**src/rtl/if_stage_ctrl.sv**
```systemverilog
// Instruction-fetch stage control: PC register, IF/ID pipeline register and
// hazard/redirect decode, with stall accounting and a sticky stall watchdog.
module if_stage_ctrl #(
    parameter logic [31:0] RESET_PC    = 32'h0040_0000,
    parameter int unsigned STALL_LIMIT = 16
) (
    input  logic        clk,
    input  logic        reset,
    input  logic        PCWrite,
    input  logic        IF_IDWrite,
    input  logic        CtrlWrite,
    input  logic        RedirectValid,
    input  logic [31:0] RedirectTarget,
    input  logic [31:0] Instr_in,
    output logic [31:0] PC,
    output logic [31:0] IF_ID_Instr,
    output logic [31:0] IF_ID_PC4,
    output logic        IF_ID_Valid,
    output logic        CtrlBubble,
    output logic [15:0] StallCount,
    output logic        StallTimeout
);

    localparam int unsigned XLEN  = 32;
    localparam int unsigned CNT_W = 16;
    localparam int unsigned RUN_W = (STALL_LIMIT < 2) ? 1 : $clog2(STALL_LIMIT + 1);
    localparam logic [XLEN-1:0]  NOP       = '0;
    localparam logic [CNT_W-1:0] CNT_MAX   = '1;
    localparam logic [RUN_W-1:0] RUN_LIMIT = RUN_W'(STALL_LIMIT);

    typedef enum logic [1:0] {
        RUN    = 2'd0,
        STALL  = 2'd1,
        SQUASH = 2'd2
    } state_t;

    state_t            state, state_next;
    logic [XLEN-1:0]   pc_next, instr_next, pc4_next, pc_plus4;
    logic              valid_next, timeout_next;
    logic [CNT_W-1:0]  stall_cnt_next;
    logic [RUN_W-1:0]  hold_run, hold_run_next, hold_run_inc;
    logic              do_hold, do_redirect;

    assign pc_plus4     = PC + XLEN'(4);
    assign do_hold      = PCWrite & IF_IDWrite;
    assign do_redirect  = ~PCWrite & RedirectValid;
    assign hold_run_inc = (hold_run == RUN_LIMIT) ? hold_run : hold_run + RUN_W'(1);

    // Next-state and datapath decode; hold beats a pending redirect.
    always_comb begin
        state_next     = state;
        pc_next        = PC;
        instr_next     = IF_ID_Instr;
        pc4_next       = IF_ID_PC4;
        valid_next     = IF_ID_Valid;
        stall_cnt_next = StallCount;
        hold_run_next  = '0;
        timeout_next   = StallTimeout;

        if (do_redirect) begin
            state_next = SQUASH;
        end else if (do_hold) begin
            state_next = STALL;
        end else begin
            state_next = RUN;
        end

        if (do_hold) begin
            if (StallCount != CNT_MAX) begin
                stall_cnt_next = StallCount + CNT_W'(1);
            end
            hold_run_next = hold_run_inc;
            if (hold_run_inc == RUN_LIMIT) begin
                timeout_next = 1'b1;
            end
        end else if (PCWrite) begin
            instr_next = NOP;
            pc4_next   = '0;
            valid_next = 1'b0;
        end else if (RedirectValid) begin
            pc_next    = {RedirectTarget[31:2], 2'b00};
            instr_next = NOP;
            pc4_next   = '0;
            valid_next = 1'b0;
        end else if (IF_IDWrite) begin
            pc_next    = pc_plus4;
            instr_next = NOP;
            pc4_next   = '0;
            valid_next = 1'b0;
        end else begin
            pc_next    = pc_plus4;
            instr_next = Instr_in;
            pc4_next   = pc_plus4;
            valid_next = 1'b1;
        end
    end

    always_ff @(posedge clk or posedge reset) begin
        if (reset) begin
            state <= RUN;
        end else begin
            state <= state_next;
        end
    end

    always_ff @(posedge clk or posedge reset) begin
        if (reset) begin
            PC           <= RESET_PC;
            IF_ID_Instr  <= '0;
            IF_ID_PC4    <= '0;
            IF_ID_Valid  <= 1'b0;
            CtrlBubble   <= 1'b0;
            StallCount   <= '0;
            StallTimeout <= 1'b0;
            hold_run     <= '0;
        end else begin
            PC           <= pc_next;
            IF_ID_Instr  <= instr_next;
            IF_ID_PC4    <= pc4_next;
            IF_ID_Valid  <= valid_next;
            CtrlBubble   <= CtrlWrite;
            StallCount   <= stall_cnt_next;
            StallTimeout <= timeout_next;
            hold_run     <= hold_run_next;
        end
    end

endmodule

```
**config.mk**
```make
export PLATFORM = sky130hd
export DESIGN_NAME = if_stage_ctrl
export DESIGN_NICKNAME = d
export VERILOG_FILES = /design/src/rtl/if_stage_ctrl.sv
export SDC_FILE = /design/constraint.sdc
export NUM_CORES = 1
export LEC_CHECK = 0
export CAP_MARGIN = 5
export CORE_MARGIN = 4
export CORE_UTILIZATION = 40
export DETAILED_ROUTE_END_ITERATION = 16
export HOLD_SLACK_MARGIN = 0.12
export PLACE_DENSITY = 0.7
export SYNTH_ARGS = -nofsm -noshare
export SYNTH_HDL_FRONTEND = slang
export SYNTH_SLANG_ARGS = --single-unit
```
**constraint.sdc**
```tcl
create_clock -name clk -period 5.8 [get_ports clk]
set_input_delay 0.58 -clock clk [delete_from_list [all_inputs] [get_ports clk]]
set_output_delay 0.58 -clock clk [all_outputs]
set_load 0.02 [all_outputs]
```
# Yosys cells after proc, flatten, opt, wreduce, memory -nomap -nowiden
# Cells that the tools add are included.
# W data, S select, Z words.
# totals
elab_cells	32
regBits	120
output_inout_bits	115
input_bits	70
# classes
addsub	3
bitwise	3
n_eq_ne	3
n_reduce_logical	3
mux	12
# ops
operator	count
$mux W32	7
$add A32 B3 Y32 const B	1
$add A16 B1 Y16 const B	1
$ne A16 B16 Y1 const B	1
$eq A5 B5 Y1 const B	2
$mux W5	2
$reduce_and A2 Y1	3
$add A5 B1 Y5 const B	1
$mux W1	3
$not A1 Y1	2
$and A1 B1 Y1	1

# Longest topological paths before layout
# Gate-level depths: netlist (run 1).
# depth
ltp_word	4
mapped_depth	7
depth_no_buf	6

# Least setup slack after synthesis (run 1)
# Ideal clock, no wire load.
# synth_timing
kind	reg-to-reg
startpoint	register PC[19]
endpoint	register IF_ID_PC4[23]
t_arrival_ns	1.904
setup_ns	0.121
synth_period_minus_slack_ns	2.025
path_slack_ns	3.775
t_required_ns	5.679
path_buffers	1
path_stages_with_launch	7
path_cell_list	dfrtp_1 -> clkbuf_2 -> nand4_1 -> or4_4 -> or2_4 -> xnor2_1 -> a22o_1
# synth_via
elab_chain_cells	4
# synth_lines
item	line_no	rtl
start, declared	15	output logic [31:0] PC,
start signal, assigned	117	PC <= pc_next;
$add A32 B3 Y32	44	assign pc_plus4 = PC + XLEN'(4);
$mux W32	85	end else if (IF_IDWrite) begin
$mux W32	80	end else if (RedirectValid) begin
$mux W32	76	end else if (PCWrite) begin
end signal, assigned	119	IF_ID_PC4 <= pc4_next;
end, declared	17	output logic [31:0] IF_ID_PC4,
# No other way between the ends.
# A chain may end at the register's enable or synchronous reset.

# Worst setup path in the final report (run 1)
# layout_timing
startpoint	input PCWrite
endpoint	register StallCount[15]
# layout_via
elab_chain_cells	2
# layout_lines
item	line_no	rtl
start, declared	9	input logic PCWrite,
$and A1 B1 Y1	45	assign do_hold = PCWrite & IF_IDWrite;
$reduce_and A2 Y1 (no source line)	--	
end signal, assigned	122	StallCount <= stall_cnt_next;
end, declared	20	output logic [15:0] StallCount,
# No other way between the ends.

==> impl_results.md, run 1 <==
* Most area-consuming cells after synthesis: dfrtp_1 (52%), a22o_1 (5.5%), nand2_1 (3.8%)
* Setup Skew at 0.007904 ns
* Routed WL at 16.03 mm
* CTS tree: done
* Root buffer cell: clkbuf_16
* Die Y at 126.3 um
* Die area at 15,940 um^2
* # hold bufs at CTS at 0
* Max Cap Viol at 0
* CTS sink cnt at 117
* Setup ws final at 2.930 ns
* YS warnings at 0
* GPL Wtd Cong at 0.8828
* CTS clk-pin slew, worst paths at 0.05 ns
* Setup crit start kind: input pin
* H-tree levels at 4
* Rows at 42
* Pins over their slew limit at 0
* GRT Residual Overflow at 0
* Antenna diode count at 0
* Post-synthesis cell area at 5595 um^2
* First-pass GRT wire length at 26.30 mm
* Post-route antenna net violation count at 0
* HPWL Detailed at 11.29 mm
* Area of the multi-input gates at 2435 um^2
* Via count at 4,926
* Max stage delay on crit path at 0.93 ns
* # fillers at 1,185
* Antenna violations before repair at 0
* Slowest CP cell: clkdlybuf4s50_1
* Power Density at 313.1 nW/um^2
* WL/cell at 17.85 um
* Worst Hold Class: reg2reg
* Minimum clock period at 2.870 ns
* Starting density of the core at 41.59%
* Core Area at 13,450 um^2
* FFs w/ async S/R, synth at 100.0%
* Largest net degree at the start of global routing at 78
* Buffers on Ports at 180
* Vias per cell at 5.486
* Gr usage total at 20.42%
* Critical path peak fanout at 18
* Crit path DAT at 3.19 ns
* P&R area growth vs syn at 43.81%
* Final hold violations at 0
* Iter 0 DRT Violations at 324
* Pwr Total at 2.519 mW
* Slew margin rel. at 32.15%
* Synth Instances at 550
* Post-synth EDFFs at 0
* Sequential area share after synthesis at 52.35%
* Synth cell types at 57
* Top_reg_cell synth: dfrtp_1
* Worst ir drop on vdd at 213.8 uV
* Die X-Extent at 126.3 um
* Outcome: finished, final reports clean
* FF+latch area at 2929 um^2
* RSZ-0062 raised after global routing: no
* Setup_tns at 0 ns
* Longest Clk Path Bufs at 2
* Final core utilization at 59.81%
* Layout cells sized above 1 at 8.310%
* Placement Setup Slack at 2.504 ns
* Vias in the first global route at 5,041
* CP required at 6.12 ns
* Leading cell type in the layout, fill and taps excluded: clkdlybuf4s50_1
* Post-synth top area share at 51.88%
* Post-CTS setup buffer count at 0
* Crit end category: flip-flop
* Final setup viols at 0
* Layout Nets at 786
* CTS buffer count at 17
* Critical path class: in2reg
* Worst-Margin Slew at 1.018 ns
* Drt pass-1 iters at 6
* Worst skew pair latency at 0.41 ns
* CP cell instances: clkdlybuf4s50_1 > nand2_1 > nor4_1 > o21ai_0 > nor3_1 > xor2_1
* Post-cts sizing count at 0
* Drt drc at 0
* Yosys reg bits at 117
* Most frequent cells in the layout: clkdlybuf4s50_1 (180), dfrtp_1 (116), nand2_1 (57), o21ai_0 (42), nand3_1 (38)
* Final Cycle Share at 49.48%
* Synth area leader: dfrtp_1
* I/O Pins at 185
* Leakage power at 3.310 nW
* Syn_area_per_cell at 10.17 um^2
* Highest clock rate at 348.4 MHz
sequential cells by signal (all words and copies together), names as in the netlist:
register	cells
IF_ID_PC4	31
IF_ID_Instr	32
CtrlBubble	1
IF_ID_Valid	1
StallCount	16
hold_run	5
PC	30
StallTimeout	1
worst max-delay path: cells and delay by family:
| kind | cells | cell delay, ns |
|---|---|---|
| xor gates and xnor gates | 1 | 0.20 |
| AOI/OAI and AO/OA | 1 | 0.21 |
| buffers and inverters | 1 | 0.93 |
| and+or+nand+nor | 3 | 1.25 |
area by class of cell:
| cell class | instances | area share, % |
|---|---|---|
| Clock inverter | 4 | 0.5598 |
| Sequential cell | 117 | 36.40 |
| Tap cell | 176 | 2.737 |
| Inverter | 12 | 0.5909 |
| Timing Repair Buffer | 187 | 23.04 |
| Multi-Input combinational cell | 377 | 30.26 |
| Clock buffer | 25 | 6.406 |
cells by family after synthesis:
family | count (synthesis) | share of synthesized area (%)
AO/OA/AOI/OAI | 133 | 17.02
adder cells (fa/ha/maj) | 4 | 0.8945
flip-flops | 117 | 52.35
XOR/XNOR | 42 | 6.574
buffers and inverters | 57 | 4.271
AND/OR/NAND/NOR | 189 | 17.46
other | 1 | 0.06702
multiplexers | 7 | 1.364
Yosys cell counts, types with 4 or more instances:
cell      number
buf_4          4
nor2_1        28
clkbuf_1      31
xnor2_1       19
o21ai_0       42
nor3_1        12
dfrtp_1      116
nand4_1       11
a22o_1        35
and4_1         4
inv_1         11
mux2_2         5
nor4_1         6
o311ai_0      11
a22oi_1       18
a21oi_1        8
buf_2          6
nand3_1       38
and3_1         7
xor2_1        23
or2_2          5
nand2_1       57
ha_1           4
power breakdown:
| part | internal, mW | leakage, nW | switching, mW |
|---|---|---|---|
| registers | 0.895 | 1.53 | 0.118 |
| clock network | 0.647 | 0.281 | 0.346 |
| logic | 0.256 | 1.50 | 0.257 |
routing by layer:
metal  GRT usage (%)  wire, um
met2           33.52      7880
met5               0         0
met1           26.20      7011
met4           8.265       312
met3           4.615       821
path summary, 6_finish.rpt:
check | slack (ns) | from | endpoint | cells past startpoint
max | 2.93 | PCWrite | StallCount[15] | 6
min | 0.48 | IF_ID_PC4[24] | IF_ID_PC4[24] | 2
max reg2reg | 3.55 | PC[18] | PC[30] | 4
min reg2reg | 0.48 | IF_ID_PC4[24] | IF_ID_PC4[24] | 2
max in group asynchronous | 3.94 | reset | IF_ID_PC4[31] | 3
min in group asynchronous | 0.76 | reset | IF_ID_Instr[7] | 2
stage by stage:
step	instance area, um^2	hold WS (ns)	instances
after CTS	8046	0.4811	898
after detailed placement	7486	0.4699	869
after global placement	7486	0.4594	869
final	8046	0.4772	898
after floorplan	5599	0.5195	551
after global routing	8046	0.5025	898
(Power assumes the default switching activity.)
==> inputs of run 2 (changes only) <==
==> constraint.sdc (replaced) <==
create_clock -name clk -period 2.8 [get_ports clk]
set_input_delay 0.28 -clock clk [delete_from_list [all_inputs] [get_ports clk]]
set_output_delay 0.28 -clock clk [all_outputs]
set_load 0.02 [all_outputs]
==> impl_results.md, run 2 (synthesis results as in run 1) <==
* Top reg by flops: IF_ID_Instr (unchanged)
* Most frequent cells in the layout: clkdlybuf4s50_1 (180), dfrtp_1 (116), nand2_1 (57), o21ai_0 (42), nand3_1 (38) (unchanged)
* CTS sink cnt at 117 (unchanged)
* I/O Pins at 185 (unchanged)
* CP Capture Point: PC[30] (was StallCount[15])
* Reg2Reg Depth at 4 (unchanged)
* Final setup viols at 0 (unchanged)
* Worst Hold Class: in2reg (was reg2reg)
* Placed Instances at 875 (was 869)
* R2R Path Start: PC[7] (was PC[18])
* Worst-Margin Slew at 1.031 ns (was 1.018 ns)
* Highest clock rate at 444.1 MHz
* Outcome: finished, final reports clean (unchanged)
* Antenna diode count at 0 (unchanged)
* RSZ-0062 raised after global routing: no (unchanged)
* Minimum clock period at 2.252 ns
* Final Cycle Share at 80.43%
* Placement Setup Slack at 0.5184 ns (was 2.504 ns)
* Power Density at 631.0 nW/um^2 (was 313.1 nW/um^2)
* Crit. Startpoint: PC[7] (was PCWrite)
* P&R area growth vs syn at 44.50% (was 43.81%)
* Routed WL at 16.36 mm (was 16.03 mm)
* WL met2 at 7.902 mm (was 7.880 mm)
* Via count at 4,935 (was 4,926)
* Starting density of the core at 41.59% (unchanged)
* WL/cell at 18.04 um (was 17.85 um)
* M1 WL at 7.249 mm (was 7.011 mm)
* Die area at 15,940 um^2 (unchanged)
* CTS buffer count at 17 (unchanged)
* Pins over their slew limit at 0 (unchanged)
* Antenna violations before repair at 0 (unchanged)
* Buffers on Ports at 180 (unchanged)
* Post-cts sizing count at 0 (unchanged)
* Worst skew pair latency at 0.41 ns (about the same)
* Crit path DAT at 2.55 ns (was 3.19 ns)
* Setup_tns at 0 ns (unchanged)
* # fillers at 1,178 (was 1,185)
* Vias per cell at 5.441 (was 5.486)
* Final Instance Count excl. Fillers at 907 (was 898)
* Met3 WL at 951 um (was 821 um)
* Critical path class: reg2reg (was in2reg)
* GRT Residual Overflow at 0 (unchanged)
* GPL Wtd Cong at 0.8467 (was 0.8828)
* Post-route antenna net violation count at 0 (unchanged)
* Drt drc at 0 (unchanged)
* Setup crit start kind: flip-flop (was input pin)
* Critical path peak fanout at 9 (was 18)
* Core Area at 13,450 um^2 (unchanged)
* Iter 0 DRT Violations at 413 (was 324)
* Gr usage total at 20.58% (was 20.42%)
* Max Cap Viol at 0 (unchanged)
* Post-CTS setup buffer count at 0 (unchanged)
* Worst reg2reg path endpoint: PC[30] (unchanged)
* Top Registers: IF_ID_Instr x32, IF_ID_PC4 x31, PC x30 (unchanged)
* Layout Nets at 792 (was 786)
* Root buffer cell: clkbuf_16 (unchanged)
* Setup slack, reg-to-reg at 0.55 ns (was 3.55 ns)
* Layout cells sized above 1 at 8.892% (was 8.310%)
* Max reg flops at 32 (unchanged)
* # hold bufs at CTS at 0 (unchanged)
* Slew margin rel. at 31.26% (was 32.15%)
* Setup ws final at 0.5481 ns (was 2.930 ns)
* Largest net degree at the start of global routing at 118 (was 78)
* HPWL Detailed at 11.40 mm (was 11.29 mm)
* Vias in the first global route at 4,992 (was 5,041)
* H-tree levels at 4 (unchanged)
* Crit end category: flip-flop (unchanged)
* Max Used Layer: met4 (unchanged)
* Rows at 42 (unchanged)
* Leakage power at 3.328 nW (was 3.310 nW)
* Worst ir drop on vdd at 383.2 uV (was 213.8 uV)
* Setup Skew at 0.004441 ns (was 0.007904 ns)
* CTS clk-pin slew, worst paths at 0.05 ns (about the same)
* CTS tree: done (unchanged)
* First-pass GRT wire length at 26.43 mm (was 26.30 mm)
* Leading cell type in the layout, fill and taps excluded: clkdlybuf4s50_1 (unchanged)
* Drt pass-1 iters at 5 (was 6)
* CP required at 3.09 ns (was 6.12 ns)
* Longest Clk Path Bufs at 2 (unchanged)
* Die Y at 126.3 um (unchanged)
* Die X-Extent at 126.3 um (unchanged)
* Final hold violations at 0 (unchanged)
==> run 2: changes by cell type in the layout (fill, tap and decap cells not counted), moves of 2 or more <==
cell / previous run / this run
buf_4: 7 / 11
clkbuf_1: 2 / 6
buf_12: 0 / 2
clkbuf_8: 6 / 4
clkinv_2: 3 / 5
==> run 2: metrics by stage <==
stage	hold WS, ns	power [mW]	area, um^2	utilization, %
6_report	0.3101	5.102	8085	60.10
3_5_place_dp	0.4641	3.205	7557	56.18
2_1_floorplan	0.3114	2.642	5603	-
3_3_place_gp	0.4590	3.173	7557	56.18
4_1_cts	0.2895	5.166	8085	60.10
5_1_grt	0.3206	5.348	8085	60.10
==> run 2: area by class of cell <==
| cell class | count | area [um^2] | share of cell area (%) |
|---|---|---|---|
| clock inverters | 5 | 25.02 | 0.3095 |
| repair buffers | 193 | 1924 | 23.80 |
| inverters | 12 | 48.80 | 0.6035 |
| flip-flops and latches | 117 | 2929 | 36.23 |
| clock buffers | 27 | 503.0 | 6.221 |
| well taps | 176 | 220.2 | 2.724 |
| multi-input cells | 377 | 2435 | 30.11 |
==> run 2: power breakdown <==
group | switching [mW] | internal (mW) | leakage [nW]
registers | 0.248 | 1.85 | 1.53
clock network | 0.711 | 1.21 | 0.265
logic | 0.534 | 0.540 | 1.54
==> run 2: worst min path at each step <==
stage	from	slack [ns]	cells after the start	to
floorplan	CtrlWrite	0.31	0	CtrlBubble
CTS	CtrlWrite	0.29	1	CtrlBubble
detailed placement	IF_ID_Valid	0.46	2	IF_ID_Valid
global route	CtrlWrite	0.32	1	CtrlBubble
finish	CtrlWrite	0.31	1	CtrlBubble
global placement	IF_ID_Valid	0.46	2	IF_ID_Valid
==> run 2: routing by layer <==
| layer | track usage, % | vias up |
|---|---|---|
| li1 | - | 2322 |
| met5 | 0 | - |
| met3 | 4.911 | 23 |
| met2 | 33.33 | 176 |
| met1 | 27.23 | 2414 |
| met4 | 7.003 | 0 |
==> run 2: critical path, cell delays in order (launching register included) <==
cell and delay, ns:
dfrtp_1 0.53, nand3_2 0.22, nor4_1 0.72, nand3_1 0.26
a311o_1 0.41
